`src/rtl/rr_arbiter_n_pkg.sv`:
```
// ----------------------------------------------------------------------------
// arb_pkg : shared types and helpers for the N-way round-robin arbiter
// Rev 1.0 : initial release
// ----------------------------------------------------------------------------
`default_nettype none

package arb_pkg;

  typedef enum logic [0:0] {
    ARB_IDLE = 1'b0,
    ARB_BUSY = 1'b1
  } arb_state_e;

  // Upper bound on requesters supported by the rotated-search mask helper.
  localparam int MAX_REQ = 64;

  function automatic int clog2_min1(input int n);
    return (n <= 1) ? 1 : $clog2(n);
  endfunction

  // Bits [base, n) set: selects the requesters searched before the wrap-around.
  function automatic logic [MAX_REQ-1:0] prio_mask(input int n, input int base);
    logic [MAX_REQ-1:0] m;
    m = '0;
    for (int i = 0; i < MAX_REQ; i++) begin
      if ((i >= base) && (i < n)) m[i] = 1'b1;
    end
    return m;
  endfunction

endpackage

`default_nettype wire

```
`src/rtl/rr_arbiter_n_pick.sv`:
```
// ----------------------------------------------------------------------------
// rr_pick : combinational winner search, rotated from base or fixed priority
// Rev 1.0 : initial release
// ----------------------------------------------------------------------------
`default_nettype none

module rr_pick
  import arb_pkg::*;
#(
  parameter int N  = 4,
  parameter int IW = clog2_min1(N)
) (
  input  logic [N-1:0]  req,
  input  logic [IW-1:0] base,
  input  logic          rr_en,
  output logic          found,
  output logic [IW-1:0] idx,
  output logic [N-1:0]  onehot
);

  logic [MAX_REQ-1:0] mask_full;
  logic [2*N-1:0]     dbl;
  int                 pos;

  // Lower half holds requests at/after base; upper half is the wrapped copy,
  // so the lowest set bit of the doubled vector is the rotated winner.
  always_comb begin
    mask_full = prio_mask(N, int'(base));
    dbl       = {req, (rr_en ? (req & mask_full[N-1:0]) : {N{1'b0}})};
    found     = |req;
    pos       = 0;
    for (int i = 2*N-1; i >= 0; i--) begin
      if (dbl[i]) pos = i;
    end
    idx    = (pos >= N) ? IW'(pos - N) : IW'(pos);
    onehot = '0;
    if (found) onehot[idx] = 1'b1;
  end

endmodule

`default_nettype wire

```
`src/rtl/rr_arbiter_n.sv`:
```
// ----------------------------------------------------------------------------
// rr_arbiter_n : N-requester arbiter, registered one-hot grant, bounded tenure
// Rev 1.0 : initial release
// ----------------------------------------------------------------------------
`default_nettype none

module rr_arbiter_n
  import arb_pkg::*;
#(
  parameter  int N        = 4,
  parameter  int MAX_HOLD = 4,
  parameter  int RR_EN    = 1,
  localparam int IW       = clog2_min1(N)
) (
  input  logic          clk,
  input  logic          rst,
  input  logic [N-1:0]  req,
  output logic [N-1:0]  gnt,
  output logic          gnt_valid,
  output logic [IW-1:0] gnt_idx
);

  localparam int            HW       = clog2_min1(MAX_HOLD + 1);
  localparam logic [HW-1:0] HOLD_SAT = HW'((MAX_HOLD == 0) ? 1 : MAX_HOLD);
  localparam logic [IW-1:0] LAST_IDX = IW'(N - 1);

  arb_state_e    state_q, state_d;
  logic [N-1:0]  gnt_q, gnt_d;
  logic          valid_q, valid_d;
  logic [IW-1:0] idx_q, idx_d;
  logic [IW-1:0] ptr_q, ptr_d;
  logic [HW-1:0] hold_q, hold_d;

  logic [N-1:0]  owner_oh;
  logic          owner_req;
  logic          others_pending;
  logic [IW-1:0] owner_next;
  logic [IW-1:0] pick_base;
  logic          pick_found;
  logic [IW-1:0] pick_idx;
  logic [N-1:0]  pick_oh;
  logic [IW-1:0] pick_next;
  logic          preempt;
  logic          take_new;

  always_comb begin
    owner_oh           = '0;
    owner_oh[idx_q]    = 1'b1;
    owner_req          = |(req & owner_oh);
    others_pending     = |(req & ~owner_oh);
    owner_next         = (idx_q == LAST_IDX) ? '0 : idx_q + 1'b1;
    pick_base          = (state_q == ARB_IDLE) ? ptr_q : owner_next;
    pick_next          = (pick_idx == LAST_IDX) ? '0 : pick_idx + 1'b1;
    preempt            = (MAX_HOLD != 0) && (hold_q == HOLD_SAT) && others_pending;
  end

  rr_pick #(
    .N  (N),
    .IW (IW)
  ) u_pick (
    .req    (req),
    .base   (pick_base),
    .rr_en  (RR_EN != 0),
    .found  (pick_found),
    .idx    (pick_idx),
    .onehot (pick_oh)
  );

  // The full request vector feeds the search even when preempting: with a
  // rotated base the current owner comes last, and under fixed priority the
  // owner may legitimately win again.
  always_comb begin
    state_d  = state_q;
    gnt_d    = gnt_q;
    valid_d  = valid_q;
    idx_d    = idx_q;
    ptr_d    = ptr_q;
    hold_d   = hold_q;
    take_new = 1'b0;

    case (state_q)
      ARB_IDLE: begin
        if (pick_found) take_new = 1'b1;
      end
      ARB_BUSY: begin
        if (!owner_req) begin
          if (pick_found) begin
            take_new = 1'b1;
          end else begin
            state_d = ARB_IDLE;
            gnt_d   = '0;
            valid_d = 1'b0;
          end
        end else if (preempt) begin
          take_new = 1'b1;
        end else if (hold_q != HOLD_SAT) begin
          hold_d = hold_q + 1'b1;
        end
      end
      default: begin
        state_d = ARB_IDLE;
        gnt_d   = '0;
        valid_d = 1'b0;
      end
    endcase

    if (take_new) begin
      state_d = ARB_BUSY;
      gnt_d   = pick_oh;
      valid_d = 1'b1;
      idx_d   = pick_idx;
      hold_d  = HW'(1);
      ptr_d   = pick_next;
    end
  end

  always_ff @(posedge clk or posedge rst) begin
    if (rst) begin
      state_q <= ARB_IDLE;
      gnt_q   <= '0;
      valid_q <= 1'b0;
      idx_q   <= '0;
      ptr_q   <= '0;
      hold_q  <= '0;
    end else begin
      state_q <= state_d;
      gnt_q   <= gnt_d;
      valid_q <= valid_d;
      idx_q   <= idx_d;
      ptr_q   <= ptr_d;
      hold_q  <= hold_d;
    end
  end

  assign gnt       = gnt_q;
  assign gnt_valid = valid_q;
  assign gnt_idx   = idx_q;

endmodule

`default_nettype wire

```
`config.mk`:
```
export PLATFORM = sky130hd
export DESIGN_NAME = rr_arbiter_n
export DESIGN_NICKNAME = d
export VERILOG_FILES = /design/src/rtl/rr_arbiter_n_pkg.sv /design/src/rtl/rr_arbiter_n_pick.sv /design/src/rtl/rr_arbiter_n.sv
export SDC_FILE = /design/constraint.sdc
export NUM_CORES = 1
export LEC_CHECK = 0
export CAP_MARGIN = 30
export CELL_PAD_IN_SITES_DETAIL_PLACEMENT = 0
export CELL_PAD_IN_SITES_GLOBAL_PLACEMENT = 1
export CORE_MARGIN = 2
export CORE_UTILIZATION = 30
export DETAILED_ROUTE_END_ITERATION = 10
export GPL_ROUTABILITY_DRIVEN = 0
export PLACE_DENSITY = 0.61
export SETUP_SLACK_MARGIN = 0.02
export SLEW_MARGIN = 20
export SYNTH_ARGS = -nofsm -noshare
export SYNTH_HDL_FRONTEND = slang
export SYNTH_SLANG_ARGS = --single-unit
export TNS_END_PERCENT = 50
```
`constraint.sdc`:
```
create_clock -name clk -period 3.1 [get_ports clk]
set_input_delay 0.31 -clock clk [delete_from_list [all_inputs] [get_ports clk]]
set_output_delay 0.31 -clock clk [all_outputs]
set_load 0.02 [all_outputs]
```
==> results.yml, run 1 <==
sta:
  relSlewSlack_pct: 54.3
  worstMarginPinSlew_ns: 0.676
  max_freq_mhz: 372
  finalSetupViolCount: 0
  fin_skew_ns: 0.00144
  slew_violations: 0
  setup_slack_ns: 0.410
  hold_slack_ns: 0.348
  period_minus_slack_ns: 2.69
  finalSetupTns_ns: 0
  rsz0062_at_grt: "no"
  timing.final.crit_share_pct: 86.8
  finalHoldViolations: 0
routing:
  first_pass_iters: 4
  num_vias: 644
  via_per_inst: 5.11
  wire_per_inst_um: 13.6
  first_iter_violations: 6
  final_antenna_net_count: 0
  route.detailed.drc: 0
  drt-total-wl_mm: 1.71
global_route:
  grt_pass1_wl_mm: 2.85
  antenna_found_initial: 0
  grt_max_degree: 14
  track_usage_pct: 11.6
  grt_pass1_vias: 613
  overflow: 0
placed_design:
  hpwl_mm: 1.31
  numPortBuffers: 12
  pre_cts_slack_ns: 0.417
  place_area_um2: 993
setup_path:
  r2r_start: "gnt_idx[0]"
  path_buf_inv: 2
  cp.depth: 8
  r2r_cells: 8
  end_kind: "flop"
  critical-path-top-delay-family: "simple AND/OR/NAND/NOR gates"
  cp_data_required_time_ns: 3.26
  crit_slowest_cell: "nor4b_1"
  startpoint: "gnt_idx[0]"
  worst_setup_path_start_kind: "flop"
  endpoint: "ptr_q[1]"
  path_cells: "inv_1 -> ha_1 -> mux2i_2 -> nor4_1 -> nor4b_1 -> inv_1 -> ha_1 -> mux2_2"
  reg2reg_to: "ptr_q[1]"
  path_class: "reg2reg"
  cp_max_fo: 6
  arrival_ns: 2.85
  slowest_delay_ns: 0.59
  reg2reg_slack_ns: 0.41
cts:
  post_cts_resize_count: 0
  clock_latency_ns: 0.27
  post-cts-setup-buffer-count: 0
  cts_tree: "built"
  numCtsBuffers: 3
  postCtsHoldBufs: 0
  clock_path_buffers: 2
  htree_levels: 1
  root_buffer: "clkbuf_4"
  clkSlewWorstSetupHoldPaths_ns: 0.08
  cts.sinks: 13
die:
  die_x_um: 57.1
  start_util_pct: 31.2
  top_level_ports: 13
  core_mm2: 0.00271
  rows: 19
  die_h_um: 57.1
  die_area_mm2: 0.00326
layout:
  n_antenna_cell: 0
  drive_gt1_share_pct: 10.5
  final_common_cell: "dfrtp_1"
  final_cell_mix: "13 x dfrtp_1, 12 x clkdlybuf4s50_1, 10 x ha_1"
  syn_to_final_growth_pct: 20.6
  final_nets: 112
  final_cell_area_mm2: 0.00102
worst_hold_path:
  hp-class: "in2async"
synth:
  syn_area_per_cell_um2: 10.6
  synth_area_um2: 846
  yosys.cell_types.count: 31
  yosysWarnings: 0
  syn-num-nets: 96
  synth_seq_cells: 13
  yosysSeqAreaShare_pct: 38.5
  syn_inst: 80
power:
  p_leak_nw: 0.469
  power.total_w: 0.00102
  peakVddDrop_mv: 0.492
  power_density_mw_per_mm2: 998
run_status:
  outcome: "completed"
run:
  cap_violations: 0
metal layers:
metal	track usage, %	up-vias	wire (um)
met2	17.2	21	757
met4	4.98	0	18
li1	-	320	-
met3	2.95	2	103
met1	16.0	301	831
met5	0	-	0
worst min-delay path by stage:
stage                           end  slack [ns]  depth (start not counted)
after detailed placement  gnt_valid        0.47                          1
after global placement    gnt_valid        0.47                          1
after CTS                 hold_q[1]        0.37                          2
after floorplan              gnt[0]        0.19                          1
final                     gnt_valid        0.35                          2
after global routing      gnt_valid        0.41                          2
cell families after synthesis:
kind of cell / synth area share (%)
AO/OA/AOI/OAI: 20.1
AND/OR/NAND/NOR: 12.4
flip-flops: 38.5
buffers and inverters: 5.77
adder cells (fa/ha/maj): 14.8
multiplexers: 8.43
through the flow:
stage / utilization, % / instances
5_1_grt: 37.6 / 126
2_1_floorplan: - / 80
3_5_place_dp: 36.7 / 122
4_1_cts: 37.6 / 126
3_3_place_gp: 36.7 / 122
6_report: 37.6 / 126
registers in the layout, summed over array words and instances (netlist names):
name / cells
hold_q: 3
ptr_q: 2
gnt_idx: 2
state_q: 1
gnt_valid: 1
gnt: 4
layout make-up:
type | instances | area (um2)
clock buffers | 4 | 26.3
fillers | 284 | 1690
inverters | 8 | 30.0
multi-input cells | 57 | 472
flip-flops and latches | 13 | 325
well taps | 31 | 38.8
repair buffers | 13 | 128
worst register-to-register path: stages, from the launching register on:
cell and delay, ns:
dfrtp_1 0.45, inv_1 0.12, ha_1 0.31, mux2i_2 0.29, nor4_1 0.11, nor4b_1 0.59, inv_1 0.15, ha_1 0.31
mux2_2 0.26
Yosys cell counts (all sizes together):
master	n	share of area [%]
dfrtp	13	38
ha	10	15
inv	8	3.6
a22o	6	6.2
nand2b	5	3.7
nand2	4	1.8
a21oi	3	1.8
mux2	3	4.4
mux2i	3	4.0
nor2	3	1.3
a311o	2	2.4
buf	2	2.2
o21ai	2	1.2
o22ai	2	1.5
a21o	1	0.89
a32o	1	1.2
a32oi	1	1.0
a41oi	1	1.0
and2	1	0.89
nand4	1	0.74
nor2b	1	0.74
nor4	1	0.74
nor4b	1	1.0
o211a	1	1.2
o21a	1	0.89
o31ai	1	0.89
or2	1	0.74
or3	1	0.74
power breakdown:
| part | leakage (nW) | switching [W] | internal (W) |
|---|---|---|---|
| Combinational | 0.298 | 0.000306 | 0.000308 |
| Clock | 0.0150 | 0.0000549 | 0.0000498 |
| Sequential | 0.156 | 0.0000564 | 0.000242 |
Power figures use the tool's default switching activity.
==> inputs of run 2 (changes only) <==
- CORE_ASPECT_RATIO: default -> 0.9
==> results.yml, run 2 (synthesis gave the netlist of run 1 again) <==
run_status:
  outcome: "completed"
die:
  top_level_ports: 13
  start_util_pct: 31.0
  die_h_um: 54.4
  core_mm2: 0.00273
  die_area_mm2: 0.00326
  rows: 18
  die_x_um: 60.0
cts:
  clock_latency_ns: 0.26
  root_buffer: "clkbuf_4"
  postCtsHoldBufs: 0
  htree_levels: 1
  clkSlewWorstSetupHoldPaths_ns: 0.08
  clock_path_buffers: 2
  post_cts_resize_count: 0
  cts.sinks: 13
  post-cts-setup-buffer-count: 0
  numCtsBuffers: 3
  cts_tree: "built"
layout:
  drive_gt1_share_pct: 10.5
  final_cells: 135
  n_antenna_cell: 0
  multi_input_area_um2: 472
  largest_reg_flops: 4
  n_fill_cell: 281
  final_nets: 112
  syn_to_final_growth_pct: 21.9
  final_cell_mix: "13 x dfrtp_1, 12 x clkdlybuf4s50_1, 10 x ha_1"
  final_common_cell: "dfrtp_1"
  ff_latch_area_um2: 325
setup_path:
  arrival_ns: 2.76
  cp_data_required_time_ns: 3.26
  r2r_cells: 8
  worst_setup_path_start_kind: "flop"
  cp_max_fo: 6
  path_class: "reg2reg"
  end_kind: "flop"
placed_design:
  numPortBuffers: 12
  dp_cells: 131
  hpwl_mm: 1.27
global_route:
  antenna_found_initial: 0
  track_usage_pct: 11.8
  grt_max_degree: 14
  grt_pass1_wl_mm: 2.89
  grt_pass1_vias: 640
  overflow: 0
sta:
  period_minus_slack_ns: 2.61
  worstMarginPinSlew_ns: 0.657
  hold_slack_ns: 0.356
  relSlewSlack_pct: 55.6
  finalSetupTns_ns: 0
  slew_violations: 0
  timing.final.crit_share_pct: 84.0
  finalHoldViolations: 0
  finalSetupViolCount: 0
  rsz0062_at_grt: "no"
  fin_skew_ns: 0.00490
  max_freq_mhz: 384
worst_hold_path:
  hp-class: "in2async"
power:
  power_density_mw_per_mm2: 982
  p_leak_nw: 0.469
  peakVddDrop_mv: 0.432
routing:
  wire_per_inst_um: 12.3
  final_antenna_net_count: 0
  first_iter_violations: 5
  via_per_inst: 4.75
  first_pass_iters: 4
  route.detailed.drc: 0
  num_vias: 641
  drt-total-wl_mm: 1.66
run:
  cap_violations: 0
-- run 2: cell counts in the layout (fill, tap and decap cells not counted) --
Identical to the previous run, type by type.
-- run 2: power breakdown --
part | internal, W | total [W] | switching [W]
logic | 0.000309 | 0.000618 | 0.000309
registers | 0.000242 | 0.000295 | 0.0000528
clock network | 0.0000497 | 0.0000995 | 0.0000498
total | 0.000601 | 0.00101 | 0.000412
-- run 2: layout make-up --
class                           instances  area share [%]
Inverter                                8            2.91
Sequential cell                        13            31.6
Clock buffer                            4            2.55
Tap cell                               40            4.85
Multi-Input combinational cell         57            45.8
Timing Repair Buffer                   13            12.4
-- run 2: worst paths after layout --
check                      startpoint          to  slack [ns]
setup / recovery           gnt_idx[0]    ptr_q[1]        0.49
hold / removal                    rst  gnt_idx[1]        0.36
setup reg to reg           gnt_idx[0]    ptr_q[1]        0.49
hold reg to reg             gnt_valid   gnt_valid        0.49
max in group asynchronous         rst   hold_q[2]        2.42
min in group clk            gnt_valid   gnt_valid        0.49
-- run 2: critical path, stage by stage (launching register included) --
cell	delay, ns
dfrtp_1	0.43
inv_1	0.10
ha_1	0.31
mux2i_2	0.28
nor4_1	0.11
nor4b_1	0.57
inv_1	0.14
ha_1	0.30
mux2_2	0.26
-- run 2: per-layer routing --
metal | vias to the layer above | global-route usage [%] | wire [um] | share of wire, %
met2 | 11 | 17.2 | 680 | 41
li1 | 322 | - | - | -
met3 | 2 | 2.13 | 68 | 4.1
met1 | 306 | 17.1 | 895 | 54
met4 | 0 | 4.44 | 16 | 0.96
met5 | - | 0 | 0 | 0
-- run 2: per-stage QoR --
stage	setup slack [ns]	util (%)	power, W	cell area (um2)
after floorplan	0.627	-	0.000739	846
after global placement	0.575	36.9	0.000917	1000
after detailed placement	0.458	36.9	0.000916	1000
after CTS	0.453	37.8	0.00103	1030
after global routing	0.240	37.8	0.00112	1030
final	0.495	37.8	0.00101	1030
==> inputs of run 3 (changes only) <==
- PLACE_DENSITY: 0.61 -> 0.63
- clock period: 3.1 -> 2.19 ns (I/O delays scaled with it)
==> results.yml, run 3 (synthesis gave the netlist of run 1 again) <==
power:
  pwr-share-comb_pct: 64.5
  pwr-share-seq_pct: 26.0
  p_leak_nw: 0.505
  peakVddDrop_mv: 0.764
  p_sw_share_pct: 40.1
  p_int_w: 0.000966
  p_sw_w: 0.000646
  power_density_mw_per_mm2: 1440
  power_frac_clock_pct: 9.5
cts:
  root_buffer: "clkbuf_4"
  clkSlewWorstSetupHoldPaths_ns: 0.08
  clock_latency_ns: 0.28
  numCtsBuffers: 3
  cts.sinks: 13
  clock_path_buffers: 2
  htree_levels: 1
  cts_tree: "built"
  postCtsHoldBufs: 0
die:
  top_level_ports: 13
  die_area_mm2: 0.00326
  die_x_um: 60.0
  core_mm2: 0.00273
  die_h_um: 54.4
  rows: 18
  start_util_pct: 31.0
run_status:
  outcome: "completed"
sta:
  finalSetupTns_ns: 0
  relSlewSlack_pct: 67.1
  finalHoldViolations: 0
  hold_slack_ns: 0.257
  timing.final.crit_share_pct: 95.9
  period_minus_slack_ns: 2.10
  slew_violations: 0
  max_freq_mhz: 476
  finalSetupViolCount: 0
  setup_slack_ns: 0.0902
  worstMarginPinSlew_ns: 0.493
  rsz0062_at_grt: "no"
  fin_skew_ns: 0.00567
routing:
  drt-total-wl_mm: 1.81
  first_pass_iters: 4
  num_vias: 660
  via_per_inst: 4.65
  first_iter_violations: 14
  route.detailed.drc: 0
  final_antenna_net_count: 0
  wire_per_inst_um: 12.8
placed_design:
  numPortBuffers: 12
  pre_cts_slack_ns: 0.0807
  hpwl_mm: 1.45
  dp_cells: 137
  place_area_mm2: 0.00109
global_route:
  antenna_found_initial: 0
  grt_pass1_vias: 698
  grt_pass1_wl_mm: 3.19
  overflow: 0
  use_met1_pct: 17.8
  grt_use_met3_pct: 2.36
  met2_usage_pct: 21.6
  grt_max_degree: 14
  track_usage_pct: 13.6
  grt-busiest-layer: "met2"
layout:
  final_nets: 119
  final_cell_mix: "12 x clkdlybuf4s50_1, 11 x dfrtp_1, 9 x ha_1"
  largest_reg_flops: 4
  final_common_cell: "clkdlybuf4s50_1"
  n_antenna_cell: 0
  final_cells: 142
  syn_to_final_growth_pct: 32.7
  drive_gt1_share_pct: 23.5
  final_cell_area_mm2: 0.00112
setup_path:
  path_class: "reg2reg"
  r2r_cells: 7
  worst_setup_path_start_kind: "flop"
  path_buf_inv: 1
  arrival_ns: 2.27
  critical-path-top-delay-family: "adder cells"
  cp_data_required_time_ns: 2.36
  cp.depth: 7
  slowest_delay_ns: 0.41
  crit_slowest_cell: "dfrtp_2"
  end_kind: "flop"
  path_cells: "inv_4 -> ha_4 -> mux2i_4 -> or3_1 -> a311o_1 -> ha_1 -> mux2_2"
  cp_max_fo: 6
run:
  cap_violations: 0
worst_hold_path:
  hp-class: "in2async"
==> run 3: cell types whose count changed in the layout (fill, tap and decap cells not counted), sizes merged <==
cell	before	now
buf	1	8
==> run 3: worst paths after layout <==
path	start	to	slack [ns]
worst max-delay path	gnt_idx[0]	ptr_q[1]	0.09
worst min-delay path	rst	gnt[2]	0.26
worst max register to register	gnt_idx[0]	ptr_q[1]	0.09
worst min register to register	gnt_valid	gnt_valid	0.49
max in group asynchronous	rst	gnt_idx[0]	1.58
min in group clk	gnt_valid	gnt_valid	0.49
==> run 3: routing by layer <==
metal	part of all wire [%]	up-vias
li1	-	336
met1	48	312
met2	49	8
met3	1.9	4
met4	1.2	0
met5	0	-
==> run 3: area by class of cell <==
cell class                 count  area, um2
inverter                       8       32.5
tap                           40       50.0
multi-input combinational     57        505
fill                         271       1600
clock buffer                   4       26.3
timing repair buffer          20        180
sequential                    13        328
==> run 3: repair_timing <==
action,CTS,global route
hold endpoints to repair,0,0
buffers inserted,0,1
endpoints found under the setup margin,0,3
resized for setup,0,1
==> run 3: power groups by stage <==
stage / registers, W / clock network, W / logic, W
finish: 0.000419 / 0.000153 / 0.00104
global route: 0.000438 / 0.000169 / 0.00116
CTS: 0.000422 / 0.000159 / 0.00103
detailed placement: 0.000424 / 0 / 0.00103
global placement: 0.000422 / 0 / 0.00102
floorplan: 0.000485 / 0 / 0.000628
==> run 3: metrics by stage <==
stage               util, %  power, W
global placement       39.9   0.00144
global route           41.2   0.00176
CTS                    40.8   0.00161
finish                 41.2   0.00161
floorplan                 -   0.00111
detailed placement     39.9   0.00145
